`src/rtl/shift_count_pkg.sv`:
```
// Shared definitions for the shift/count register.
//   mode_e    : operation select encoding for the mode input
//   cnt_width : number of bits needed to hold a shift count of 0..width
package shift_count_pkg;

    typedef enum logic [2:0] {
        MODE_HOLD   = 3'd0,
        MODE_SHL    = 3'd1,
        MODE_SHR    = 3'd2,
        MODE_LOAD   = 3'd3,
        MODE_CNT_UP = 3'd4,
        MODE_CNT_DN = 3'd5,
        MODE_ROTL   = 3'd6,
        MODE_ROTR   = 3'd7
    } mode_e;

    function automatic int cnt_width(input int width);
        return $clog2(width + 1);
    endfunction

endpackage

```
`src/rtl/shift_count_reg_frame_counter.sv`:
```
// Frame counter: counts shift events and pulses frame_done for one cycle
// after every WIDTH-th shift of a frame.
//   clk        : clock
//   rst_n      : asynchronous active-low reset
//   shift_evt  : an enabled shift/rotate happens on this edge
//   clr        : restart the frame (enabled LOAD)
//   frame_done : registered one-cycle pulse after the WIDTH-th shift
module frame_counter
    import shift_count_pkg::*;
#(
    parameter int WIDTH = 8
) (
    input  logic clk,
    input  logic rst_n,
    input  logic shift_evt,
    input  logic clr,
    output logic frame_done
);

    localparam int CW = cnt_width(WIDTH);

    logic [CW-1:0] cnt_q, cnt_d;
    logic          done_q, done_d;

    always_comb begin
        cnt_d  = cnt_q;
        done_d = 1'b0;
        if (clr) begin
            cnt_d = '0;
        end else if (shift_evt) begin
            // The count never actually holds WIDTH: it wraps to 0 and
            // the completed frame is flagged instead.
            if (cnt_q == CW'(WIDTH - 1)) begin
                cnt_d  = '0;
                done_d = 1'b1;
            end else begin
                cnt_d = cnt_q + CW'(1);
            end
        end
    end

    always_ff @(posedge clk or negedge rst_n) begin
        if (!rst_n) begin
            cnt_q  <= '0;
            done_q <= 1'b0;
        end else begin
            cnt_q  <= cnt_d;
            done_q <= done_d;
        end
    end

    assign frame_done = done_q;

endmodule

```
`src/rtl/shift_count_reg.sv`:
```
// Multi-mode register: hold, shift left/right, parallel load, count
// up/down and rotate left/right, with frame tracking of shifts.
//   clk, rst_n    : clock, asynchronous active-low reset
//   en            : operation enable (0 = hold everything)
//   mode          : operation select (see shift_count_pkg::mode_e)
//   sin_l / sin_r : serial input entering at MSB (SHR) / LSB (SHL)
//   d             : parallel load data
//   q             : register contents
//   sout_l/sout_r : q MSB / q LSB
//   tc            : terminal count for the selected count direction
//   frame_done    : one-cycle pulse after every WIDTH completed shifts
module shift_count_reg
    import shift_count_pkg::*;
#(
    parameter int               WIDTH     = 8,
    parameter logic [WIDTH-1:0] RESET_VAL = '0
) (
    input  logic             clk,
    input  logic             rst_n,
    input  logic             en,
    input  logic [2:0]       mode,
    input  logic             sin_l,
    input  logic             sin_r,
    input  logic [WIDTH-1:0] d,
    output logic [WIDTH-1:0] q,
    output logic             sout_l,
    output logic             sout_r,
    output logic             tc,
    output logic             frame_done
);

    mode_e            mode_s;
    logic [WIDTH-1:0] q_q, q_d;
    logic             shift_evt;
    logic             clr;

    assign mode_s = mode_e'(mode);

    always_comb begin
        q_d = q_q;
        if (en) begin
            case (mode_s)
                MODE_HOLD:   q_d = q_q;
                MODE_SHL:    q_d = {q_q[WIDTH-2:0], sin_r};
                MODE_SHR:    q_d = {sin_l, q_q[WIDTH-1:1]};
                MODE_LOAD:   q_d = d;
                MODE_CNT_UP: q_d = q_q + WIDTH'(1);
                MODE_CNT_DN: q_d = q_q - WIDTH'(1);
                MODE_ROTL:   q_d = {q_q[WIDTH-2:0], q_q[WIDTH-1]};
                MODE_ROTR:   q_d = {q_q[0], q_q[WIDTH-1:1]};
                default:     q_d = q_q;
            endcase
        end
    end

    always_ff @(posedge clk or negedge rst_n) begin
        if (!rst_n) begin
            q_q <= RESET_VAL;
        end else begin
            q_q <= q_d;
        end
    end

    // All four shift/rotate modes advance the same frame count.
    assign shift_evt = en && ((mode_s == MODE_SHL)  || (mode_s == MODE_SHR) ||
                              (mode_s == MODE_ROTL) || (mode_s == MODE_ROTR));
    assign clr       = en && (mode_s == MODE_LOAD);

    frame_counter #(
        .WIDTH(WIDTH)
    ) u_frame_counter (
        .clk       (clk),
        .rst_n     (rst_n),
        .shift_evt (shift_evt),
        .clr       (clr),
        .frame_done(frame_done)
    );

    assign q      = q_q;
    assign sout_l = q_q[WIDTH-1];
    assign sout_r = q_q[0];

    // Terminal count looks at the selected direction only, not at en.
    assign tc = ((mode_s == MODE_CNT_UP) && (q_q == {WIDTH{1'b1}})) ||
                ((mode_s == MODE_CNT_DN) && (q_q == '0));

endmodule

```
`config.mk`:
```
export PLATFORM = sky130hd
export DESIGN_NAME = shift_count_reg
export DESIGN_NICKNAME = d
export VERILOG_FILES = /design/src/rtl/shift_count_pkg.sv /design/src/rtl/shift_count_reg_frame_counter.sv /design/src/rtl/shift_count_reg.sv
export SDC_FILE = /design/constraint.sdc
export NUM_CORES = 1
export LEC_CHECK = 0
export ABC_AREA = 0
export CORE_UTILIZATION = 40
export CTS_BUF_LIST = sky130_fd_sc_hd__clkbuf_8
export DETAILED_ROUTE_END_ITERATION = 8
export HOLD_SLACK_MARGIN = 0.12
export SYNTH_ARGS = -nofsm -noshare
export SYNTH_HDL_FRONTEND = slang
export SYNTH_SLANG_ARGS = --single-unit
export TNS_END_PERCENT = 100
```
`constraint.sdc`:
```
create_clock -name clk -period 2.6 [get_ports clk]
set_clock_uncertainty 0.2 [all_clocks]
set_input_delay 0.39 -clock clk [delete_from_list [all_inputs] [get_ports clk]]
set_output_delay 0.39 -clock clk [all_outputs]
set_load 0.01 [all_outputs]
```
# Yosys cells after proc, flatten, opt, wreduce, memory -nomap -nowiden
# Cells that the tools add are included.
# totals
reg_bits	13
out_inout_bits	12
wordCells	35
# op_classes
add_sub_neg	3
n_eq_ne	9
muxes	7
n_bitwise	1
reduce_logical	12
# ops
cell	n
one-hot mux 8 bit (7 select lines)	1
== test 3 bit, second input constant	4
two-way mux 4 bit	3
adder 8 x 1 -> 8 bit, second input constant	1
== test 8 bit, second input constant	1
logical NOT 8 bit	1
subtractor 8 x 1 -> 8 bit, second input constant	1
== test 3 x 2 -> 1 bit, second input constant	2
adder 4 x 1 -> 4 bit, second input constant	1
== test 4 x 3 -> 1 bit, second input constant	1
logical AND 1 bit	4
logical OR 1 bit	4
== test 3 x 1 -> 1 bit, second input constant	1
logical NOT 3 bit	1
two-way mux 1 bit	3
AND reduction 2 bit	1
nonzero test 2 bit	1
inverter 1 bit	1

# Depth between registers and ports, before layout
# Gate-level depths: netlist (run 1).
# logic_depth
word_depth	7
depth_mapped	9
depth_no_buf	8

# Hierarchy
# Synthesis (run 1) repeated with hierarchy kept, for this count alone.
# unflattened
cells_unflattened	184
hier_area_um2	1433.9
# by_module_without_submodules
module	n_inst	cells_each	area_each_um2
shift_count_reg	1	163	1179.9
frame_counter	1	21	254.0

# Worst setup path after synthesis (run 1)
# Ideal clock, no wire load.
# synth_timing
path_type	input to register
from	input mode[1]
to	register q_q[7] (netlist: q[7])
arrival_time_ns	2.019
required_time_ns	2.279
path_slack_ns	0.260
cell_stages	9
n_path_buf	1
path_cell_list	clkbuf_1 nand3b_1 inv_1 ha_1 inv_1 or4_1 o211ai_2 a21oi_1 a2bb2oi_2
# synth_via
elab_chain_cells	3
elab_cells_between_ends	11
# synth_lines
item	line_no	text
start: declaration	shift_count_reg.sv:21	input logic [2:0] mode,
branches (longest 3 deep; another with one-hot mux 8 bit (7 select lines))	--	
end signal: assignment	shift_count_reg.sv:60	q_q <= q_d;
end: declaration	shift_count_reg.sv:33	logic [WIDTH-1:0] q_q, q_d;
# Several ways; the timed one is not identified.
# A chain may end at the register's enable or synchronous reset.

# Worst setup path after layout (run 1)
# layout_timing
from	register q_q[4] (netlist: q[4])
to	output tc
# layout_via
elab_chain_cells	3
elab_cells_between_ends	5
# layout_lines
item	line_no	text
== test 8 bit or logical NOT 8 bit (tied branches)	shift_count_reg.sv:84, shift_count_reg.sv:85	
logical AND 1 bit (on tied branches)	shift_count_reg.sv:84, shift_count_reg.sv:85	
logical OR 1 bit (*)	shift_count_reg.sv:84	assign tc = ((mode_s == MODE_CNT_UP) && (q_q == {WIDTH{1'b1}})) ||
end: declaration	shift_count_reg.sv:28	output logic tc,
# Mark *: on every way between the ends. The rest lies on a longest branch, timed or not.

==> impl_metrics.ini, run 1 <==
[global_routing]
grt_overflow_total = 0
grt_pass1_vias = 1420
grt_pass1_wl_mm = 6.417
grt_usage = 0.2363
grt_max_degree = 35
antenna_found_initial = 0

[timing]
hold_ws_ns = 0.3170
hold_viol_final = 0
setup_violations = 0
period_needed_ns = 2.499
relSlewSlack = 0.5709
fin_crit_sh = 0.9610
rsz0062_at_grt = no
maxSlewViolCount = 0
setup_ws_ns = 0.1013
fin_tns_setup_ns = 0
worstMarginPinSlew_ns = 0.6417
fmax_mhz = 400.2

[placed_design]
gp_congestion = 0.8875
dp_cells = 260
dp_slack_ns = -0.1861
numPortBuffers = 27
dp_hpwl_mm = 3.030

[pwr]
power.switching_mw = 0.4091
comb_power_share = 0.514
max-vdd-ir-drop_mv = 0.2424
p_seq_frac = 0.298
p_leak_nw = 0.7996
p_total_mw = 1.028
p_int_mw = 0.6189
clkPwrFrac = 0.188
power_density_nw_per_um2 = 558.2
swShare = 0.3980

[route]
drtIter0Drc = 41
routed_wl_mm = 4.039
drtPass1Iterations = 4
wire_per_inst_um = 15.30
routed-via-count = 1526
avgViaCountPerCell = 5.780
drtAntennaViolNets = 0
drcViolationCount = 0

[yosys]
synthSimpleGateAreaFrac = 0.2604
synth_compound_area_frac = 0.3084
yosysWarnings = 0
ys_seq_area_frac = 0.2311
ys_async_sr_fraction = 1.000
synthMuxAreaShare = 0.05067
postSynthAreaPerCell_um2 = 7.650
synth_fp_nets = 203
synth-seq-cells = 13
synth_top_family_by_area = compound AO/OA/AOI/OAI gates
netlist_instances = 184
synth_edf_count = 0
synth_cell_types = 56
synth_xor_area_frac = 0.01244
synth_area_um2 = 1408
dominantRegCellSynth = dfrtp_1
synth_adder_area_share = 0.03378

[critical_path]
critPathLaunchType = register
path_max_fanout = 2
path_class = reg2out
crit_arrival_ns = 1.91
required_ns = 2.01
critPathCaptureType = output pin

[clock_tree]
tritoncts = done
clockBufferDepth = 2
ctsHtreeMaxLevel = 1
clk_latency_ns = 0.25
root_buffer = clkbuf_8
clkTransAtPathRegs_ns = 0.07
numCtsBuffers = 3
cts_sinks = 13

[floorplanning]
start_util = 0.4185
io_pins = 28
rows = 21
die_area_um2 = 3760
die_x_um = 61.32
die_y_um = 61.32
core_um2 = 3363

[final_layout]
fillers = 348
multi_input_area_um2 = 940.9
layoutNonFillerInstCount = 264
syn_to_final_growth_pct = 30.84
diodes = 0
drive_gt1_frac = 0.1743
regArea_um2 = 325.3
nNetsFinal = 238

[hold_path]
hold_path_class = reg2reg

[job]
maxCapViolations = 0

[status]
status = finished, final reports clean
==> worst paths after layout <==
kind / from / to / slack (ns) / depth (start not counted)
max reg2reg: q[4]$_DFFE_PN0P_ / q[7]$_DFFE_PN0P_ / 0.51 / 6
min reg2reg: u_frame_counter.cnt_q[3]$_DFFE_PN0P_ / u_frame_counter.cnt_q[3]$_DFFE_PN0P_ / 0.32 / 2
max: q[4]$_DFFE_PN0P_ / tc / 0.10 / 4
min in group asynchronous: rst_n / u_frame_counter.cnt_q[2]$_DFFE_PN0P_ / 0.33 / 1
max in group asynchronous: rst_n / q[5]$_DFFE_PN0P_ / 1.45 / 1
min: u_frame_counter.cnt_q[3]$_DFFE_PN0P_ / u_frame_counter.cnt_q[3]$_DFFE_PN0P_ / 0.32 / 2
==> power groups by stage <==
stage | clock [mW] | combinational, mW | sequential [mW]
after detailed placement | 0 | 0.523 | 0.309
after floorplan | 0 | 0.316 | 0.314
after global placement | 0 | 0.510 | 0.305
after CTS | 0.198 | 0.524 | 0.306
final | 0.194 | 0.528 | 0.306
after global routing | 0.203 | 0.579 | 0.313
==> routing by layer <==
layer / up-vias / global-route usage / wire [um]
met5: - / 0 / 0
met1: 716 / 0.3158 / 1912
met3: 6 / 0.02941 / 232
li1: 747 / - / -
met2: 57 / 0.3773 / 1834
met4: 0 / 0.1136 / 60
==> flip-flops by register name (all words and copies together) (netlist names) <==
register,flops
u_frame_counter.frame_done,1
u_frame_counter.cnt_q,4
q,8
==> stage by stage <==
step | instance area (um2) | utilization
2_1_floorplan | 1408 | -
3_3_place_gp | 1797 | 0.5342
3_5_place_dp | 1797 | 0.5342
4_1_cts | 1838 | 0.5465
5_1_grt | 1842 | 0.5476
6_report | 1842 | 0.5476
==> critical path: stages, from the launching register on <==
cell,delay (ns)
dfrtp_1,0.38
or4_4,0.55
or3_4,0.35
o41ai_2,0.19
buf_2,0.18
==> timing repair <==
item,4_1_cts,5_1_grt
resized for setup,4,1
endpoints found under the setup margin,1,1
cloned,0,0
hold buffers,0,0
buffers inserted,0,0
==> synthesized netlist by cell type, types with 5 or more instances <==
cell type	number	share of area
a21oi_1	14	0.050
nor2_1	14	0.037
dfrtp_1	13	0.23
inv_1	13	0.035
buf_2	11	0.039
nand2_1	11	0.029
o21ai_0	10	0.036
nand3_1	8	0.028
mux2i_1	6	0.043
nand2b_1	6	0.027
a31oi_1	5	0.022
nor2b_1	5	0.022
==> layout make-up <==
class / count / area share
sequential: 13 / 0.1766
tap: 46 / 0.03125
inverter: 13 / 0.02649
multi-input combinational: 140 / 0.5109
timing repair buffer: 48 / 0.2296
clock buffer: 3 / 0.02242
clock inverter: 1 / 0.002717
==> placed cells by master (no fill, tap or decap), types with 3 or more instances in the layout <==
| cell | instances |
|---|---|
| a21oi_1 | 13 |
| a221oi_1 | 4 |
| a31oi_1 | 5 |
| and3_1 | 3 |
| buf_4 | 21 |
| clkbuf_8 | 3 |
| clkdlybuf4s50_1 | 26 |
| dfrtp_1 | 13 |
| ha_1 | 3 |
| inv_1 | 13 |
| mux2i_1 | 6 |
| nand2_1 | 11 |
| nand2b_1 | 6 |
| nand3_1 | 8 |
| nand4_1 | 4 |
| nor2_1 | 14 |
| nor2b_1 | 5 |
| o21ai_0 | 10 |
| o221ai_1 | 4 |
==> cells by family after synthesis <==
group	after synthesis
AO/OA/AOI/OAI	61
XOR/XNOR	2
adder cells (fa/ha/maj)	4
buffers and inverters	31
flip-flops	13
multiplexers	7
AND/OR/NAND/NOR	66
No activity file was read; power rests on OpenSTA's default activity.
==> run 2: changes to the inputs <==
--- a/config.mk
+++ b/config.mk
@@ -9,6 +9,7 @@
 export CORE_UTILIZATION = 40
 export CTS_BUF_LIST = sky130_fd_sc_hd__clkbuf_8
 export DETAILED_ROUTE_END_ITERATION = 8
+export GPL_TIMING_DRIVEN = 0
 export HOLD_SLACK_MARGIN = 0.12
 export SYNTH_ARGS = -nofsm -noshare
 export SYNTH_HDL_FRONTEND = slang
==> impl_metrics.ini, run 2 (synthesis gave the netlist of run 1 again) <==
[critical_path]
reg2reg_depth = 6
reg2reg_from = q[6]$_DFFE_PN0P_
r2r_end = q[7]$_DFFE_PN0P_
path_max_fanout = 10
path_cells = buf_6 -> or4_4 -> or3_4 -> o41ai_2 -> buf_2
r2r_setup_slack_ns = 0.54
required_ns = 2.01
path_class = reg2out
crit_arrival_ns = 2.06
critPathCaptureType = output pin
cpPeakStageDelay_ns = 0.50
crit_family = simple AND/OR/NAND/NOR gates
cpMaxStageDelayCell = or4_4
cp_num_buf_inv = 2
critPathLaunchType = register

[route]
routed_wl_mm = 4.191
wire_per_inst_um = 16.12
drtPass1Iterations = 5
drtAntennaViolNets = 0
avgViaCountPerCell = 6.162
drtIter0Drc = 79
drcViolationCount = 0
routed-via-count = 1602

[pwr]
power_density_nw_per_um2 = 569.2
p_leak_nw = 0.7709
max-vdd-ir-drop_mv = 0.2328

[final_layout]
syn_to_final_growth_pct = 25.69
regArea_um2 = 326.6
multi_input_area_um2 = 939.7
most-common-layout-cells = 23 x clkdlybuf4s50_1, 14 x inv_1, 14 x nor2_1, 14 x a21oi_1
largest_register_ffs = 8
diodes = 0
final_common_cell = clkdlybuf4s50_1
layoutNonFillerInstCount = 260
drive_gt1_frac = 0.1495
nNetsFinal = 234
fillers = 355

[clock_tree]
tritoncts = done
numCtsBuffers = 3
clockBufferDepth = 2
cts_sinks = 13
root_buffer = clkbuf_8
clkTransAtPathRegs_ns = 0.06
cts_hold_buffers = 0
clk_latency_ns = 0.25
ctsHtreeMaxLevel = 1

[hold_path]
min_delay_worst_endpoint = u_frame_counter.cnt_q[3]$_DFFE_PN0P_
hold_path_depth = 2
hold_path_class = reg2reg
hp-start = u_frame_counter.cnt_q[3]$_DFFE_PN0P_

[timing]
maxSlewViolCount = 0
hold_viol_final = 0
rsz0062_at_grt = yes
worstMarginPinSlew_ns = 0.6655
period_needed_ns = 2.650
setup_ws_ns = -0.05048
setup_violations = 1
relSlewSlack = 0.5549
fin_crit_sh = 1.019
fmax_mhz = 377.3

[placed_design]
gp_congestion = 0.8679
dp_slack_ns = -0.4565
dp_cells = 255
dp_hpwl_mm = 3.141
numPortBuffers = 25

[status]
status = finished, violations left
violations = setup timing

[global_routing]
antenna_found_initial = 0
grt_pass1_vias = 1429
grt_max_degree = 14
grt_overflow_total = 0
grt_usage = 0.2521
grt_pass1_wl_mm = 6.927

[job]
maxCapViolations = 0

[floorplanning]
io_pins = 28
start_util = 0.4185
die_y_um = 61.32
die_area_um2 = 3760
rows = 21
die_x_um = 61.32
core_um2 = 3363
-- run 2: cell count changes in the layout (fill, tap and decap cells not counted), sizes merged --
cell,previous run,this run
clkbuf,3,6
dlymetal6s2s,0,1
inv,13,14
clkinv,1,0
buf,22,17
clkdlybuf4s50,26,23
-- run 2: timing repair --
action | CTS | global route
pin swaps | 0 | 1
resized for setup | 6 | 1
setup buffers | 1 | 0
hold endpoints to repair | 0 | 0
endpoints found under the setup margin | 1 | 2
-- run 2: cell type report --
class	count	share of cell area
sequential	13	0.1846
timing repair buffer	26	0.1443
clock inverter	1	0.002122
inverter	13	0.02758
tap	46	0.03253
buffer	18	0.05446
clock buffer	3	0.02334
multi-input combinational	140	0.5311
-- run 2: how the worst max path moves through the flow --
stage,startpoint,to,slack [ns],cells after the start
after floorplan,mode[1],q[7]$_DFFE_PN0P_,0.26,9
after global placement,mode[2],tc,-0.43,6
after detailed placement,mode[2],tc,-0.46,6
after CTS,q[2]$_DFFE_PN0P_,tc,-0.04,5
after global routing,q[2]$_DFFE_PN0P_,tc,-0.09,5
final,q[2]$_DFFE_PN0P_,tc,-0.05,5
-- run 2: metal layers --
metal,vias to the layer above,GRT usage,share of wire
met5,-,0,0
met4,0,0.09091,0.018
met3,12,0.04412,0.10
met2,98,0.3602,0.43
met1,756,0.3768,0.46
li1,736,-,-
-- run 2: through the flow --
step / hold slack [ns] / instance area [um2] / total power [mW] / setup TNS (ns) / util
after floorplan: -0.1056 / 1408 / 0.6301 / 0 / -
after global placement: 0.2970 / 1715 / 0.7937 / -0.5871 / 0.5100
after detailed placement: 0.3012 / 1715 / 0.8085 / -0.6331 / 0.5100
after CTS: 0.3180 / 1767 / 1.001 / -0.04230 / 0.5253
after global routing: 0.3471 / 1769 / 1.077 / -0.09097 / 0.5260
final: 0.3206 / 1769 / 1.007 / -0.05048 / 0.5260
-- run 2: power by group --
group	internal, mW	leakage, nW	total (mW)	switching [mW]
sequential	0.255	0.155	0.306	0.0514
combinational	0.244	0.589	0.514	0.270
clock	0.104	0.0269	0.187	0.0824
total	0.603	0.771	1.01	0.404
-- run 2: worst reg2reg max path, cell delays in order, from the launching register on --
cell       delay (ns)
dfrtp_1          0.47
ha_1             0.36
inv_1            0.06
or4_1            0.51
o211ai_2         0.10
a21oi_1          0.10
a2bb2oi_2        0.14
==> run 3: changes to the inputs <==
--- a/config.mk
+++ b/config.mk
@@ -11,6 +11,7 @@
 export DETAILED_ROUTE_END_ITERATION = 8
 export GPL_TIMING_DRIVEN = 0
 export HOLD_SLACK_MARGIN = 0.12
+export PLACE_DENSITY = 0.76
 export SYNTH_ARGS = -nofsm -noshare
 export SYNTH_HDL_FRONTEND = slang
 export SYNTH_SLANG_ARGS = --single-unit
==> impl_metrics.ini, run 3 (synthesis gave the netlist of run 1 again) <==
[critical_path]
critPathCaptureType = output pin
crit_family = simple AND/OR/NAND/NOR gates
cp_num_buf_inv = 1
cpMaxStageDelayCell = or4_4
path_class = reg2out
crit_arrival_ns = 1.98
cpPeakStageDelay_ns = 0.57
critPathLaunchType = register
path_max_fanout = 3
required_ns = 2.01
path_cells = or4_4 -> or3_4 -> o41ai_2 -> buf_2

[placed_design]
gp_congestion = 0.9153
dp_slack_ns = -0.4398
numPortBuffers = 25
dp_hpwl_mm = 2.883

[timing]
hold_viol_final = 0
hold_ws_ns = 0.3043
period_needed_ns = 2.570
relSlewSlack = 0.5703
setup_ws_ns = 0.03041
rsz0062_at_grt = yes
fmax_mhz = 389.2
fin_tns_setup_ns = 0
maxSlewViolCount = 0
setup_violations = 0
worstMarginPinSlew_ns = 0.6425
fin_crit_sh = 0.9883

[clock_tree]
tritoncts = done
cts_sinks = 13
clockBufferDepth = 2
clk_latency_ns = 0.26
cts_hold_buffers = 0
root_buffer = clkbuf_8
clkTransAtPathRegs_ns = 0.06
ctsHtreeMaxLevel = 1
numCtsBuffers = 3

[final_layout]
syn_to_final_growth_pct = 26.13
final_common_cell = clkdlybuf4s50_1
most-common-layout-cells = 23 x clkdlybuf4s50_1, 14 x nor2_1, 14 x a21oi_1
diodes = 0
nNetsFinal = 234
fin_util = 0.5279
largest_register_ffs = 8
drive_gt1_frac = 0.1542

[pwr]
p_leak_nw = 0.7735
power_density_nw_per_um2 = 569.2
max-vdd-ir-drop_mv = 0.2684
p_total_mw = 1.011

[global_routing]
grt_overflow_total = 0
grt_usage = 0.2538
grt_pass1_vias = 1494
antenna_found_initial = 0
grt_max_degree = 14
grt_pass1_wl_mm = 6.948

[route]
wire_per_inst_um = 15.60
drtAntennaViolNets = 0
avgViaCountPerCell = 5.946
routed-via-count = 1546
drtIter0Drc = 76
routed_wl_mm = 4.057
drtPass1Iterations = 5
drcViolationCount = 0

[floorplanning]
rows = 21
die_area_um2 = 3760
core_um2 = 3363
die_x_um = 61.32
io_pins = 28
start_util = 0.4185
die_y_um = 61.32

[status]
status = finished, final reports clean

[job]
maxCapViolations = 0

[hold_path]
hold_path_class = reg2reg
[run 3: cell count changes in the layout (fill, tap and decap cells not counted), sizes merged]
cell	change
inv	-1
clkinv	+1
[run 3: worst min-delay path, stage by stage (launching register included)]
cell	delay, ns
dfrtp_1	0.36
nand2_1	0.06
o31ai_1	0.05
[run 3: cell type report]
class | instances | area, um2
Clock inverter | 1 | 5.005
Buffer | 18 | 96.34
Timing Repair Buffer | 26 | 255.2
Fill cell | 339 | 1588
Multi-Input combinational cell | 140 | 944.7
Inverter | 13 | 48.80
Sequential cell | 13 | 326.6
Clock buffer | 3 | 41.29
Tap cell | 46 | 57.56
[run 3: repair_timing]
| item | CTS | global route |
|---|---|---|
| pin swaps | 1 | 1 |
| setup buffers | 1 | 0 |
| setup endpoints to repair | 1 | 2 |
| endpoints found under the hold margin | 0 | 0 |
| gates resized for setup | 6 | 2 |
[run 3: final timing paths]
| check | from | to | slack (ns) | depth (start not counted) |
|---|---|---|---|---|
| setup / recovery | q[4]$_DFFE_PN0P_ | tc | 0.03 | 4 |
| hold / removal | u_frame_counter.cnt_q[3]$_DFFE_PN0P_ | u_frame_counter.cnt_q[3]$_DFFE_PN0P_ | 0.30 | 2 |
| setup reg to reg | q[6]$_DFFE_PN0P_ | q[7]$_DFFE_PN0P_ | 0.50 | 6 |
| hold reg to reg | u_frame_counter.cnt_q[3]$_DFFE_PN0P_ | u_frame_counter.cnt_q[3]$_DFFE_PN0P_ | 0.30 | 2 |
| max in group asynchronous | rst_n | q[4]$_DFFE_PN0P_ | 1.42 | 1 |
| min in group asynchronous | rst_n | u_frame_counter.cnt_q[2]$_DFFE_PN0P_ | 0.33 | 1 |
[run 3: metal layers]
metal,routed length (um),track usage
met3,275,0.03571
met4,140,0.1201
met1,1870,0.3587
met5,0,0
met2,1771,0.3804
[run 3: where the power goes]
part	internal [mW]	switching, mW	total (mW)
Clock	0.107	0.0865	0.193
Combinational	0.243	0.266	0.509
Sequential	0.255	0.0530	0.308
Total	0.605	0.405	1.01
[run 3: through the flow]
| stage | std cells | area [um2] |
|---|---|---|
| floorplan | 184 | 1408 |
| global placement | 255 | 1715 |
| detailed placement | 255 | 1715 |
| global route | 260 | 1775 |
| finish | 260 | 1775 |
| CTS | 260 | 1768 |
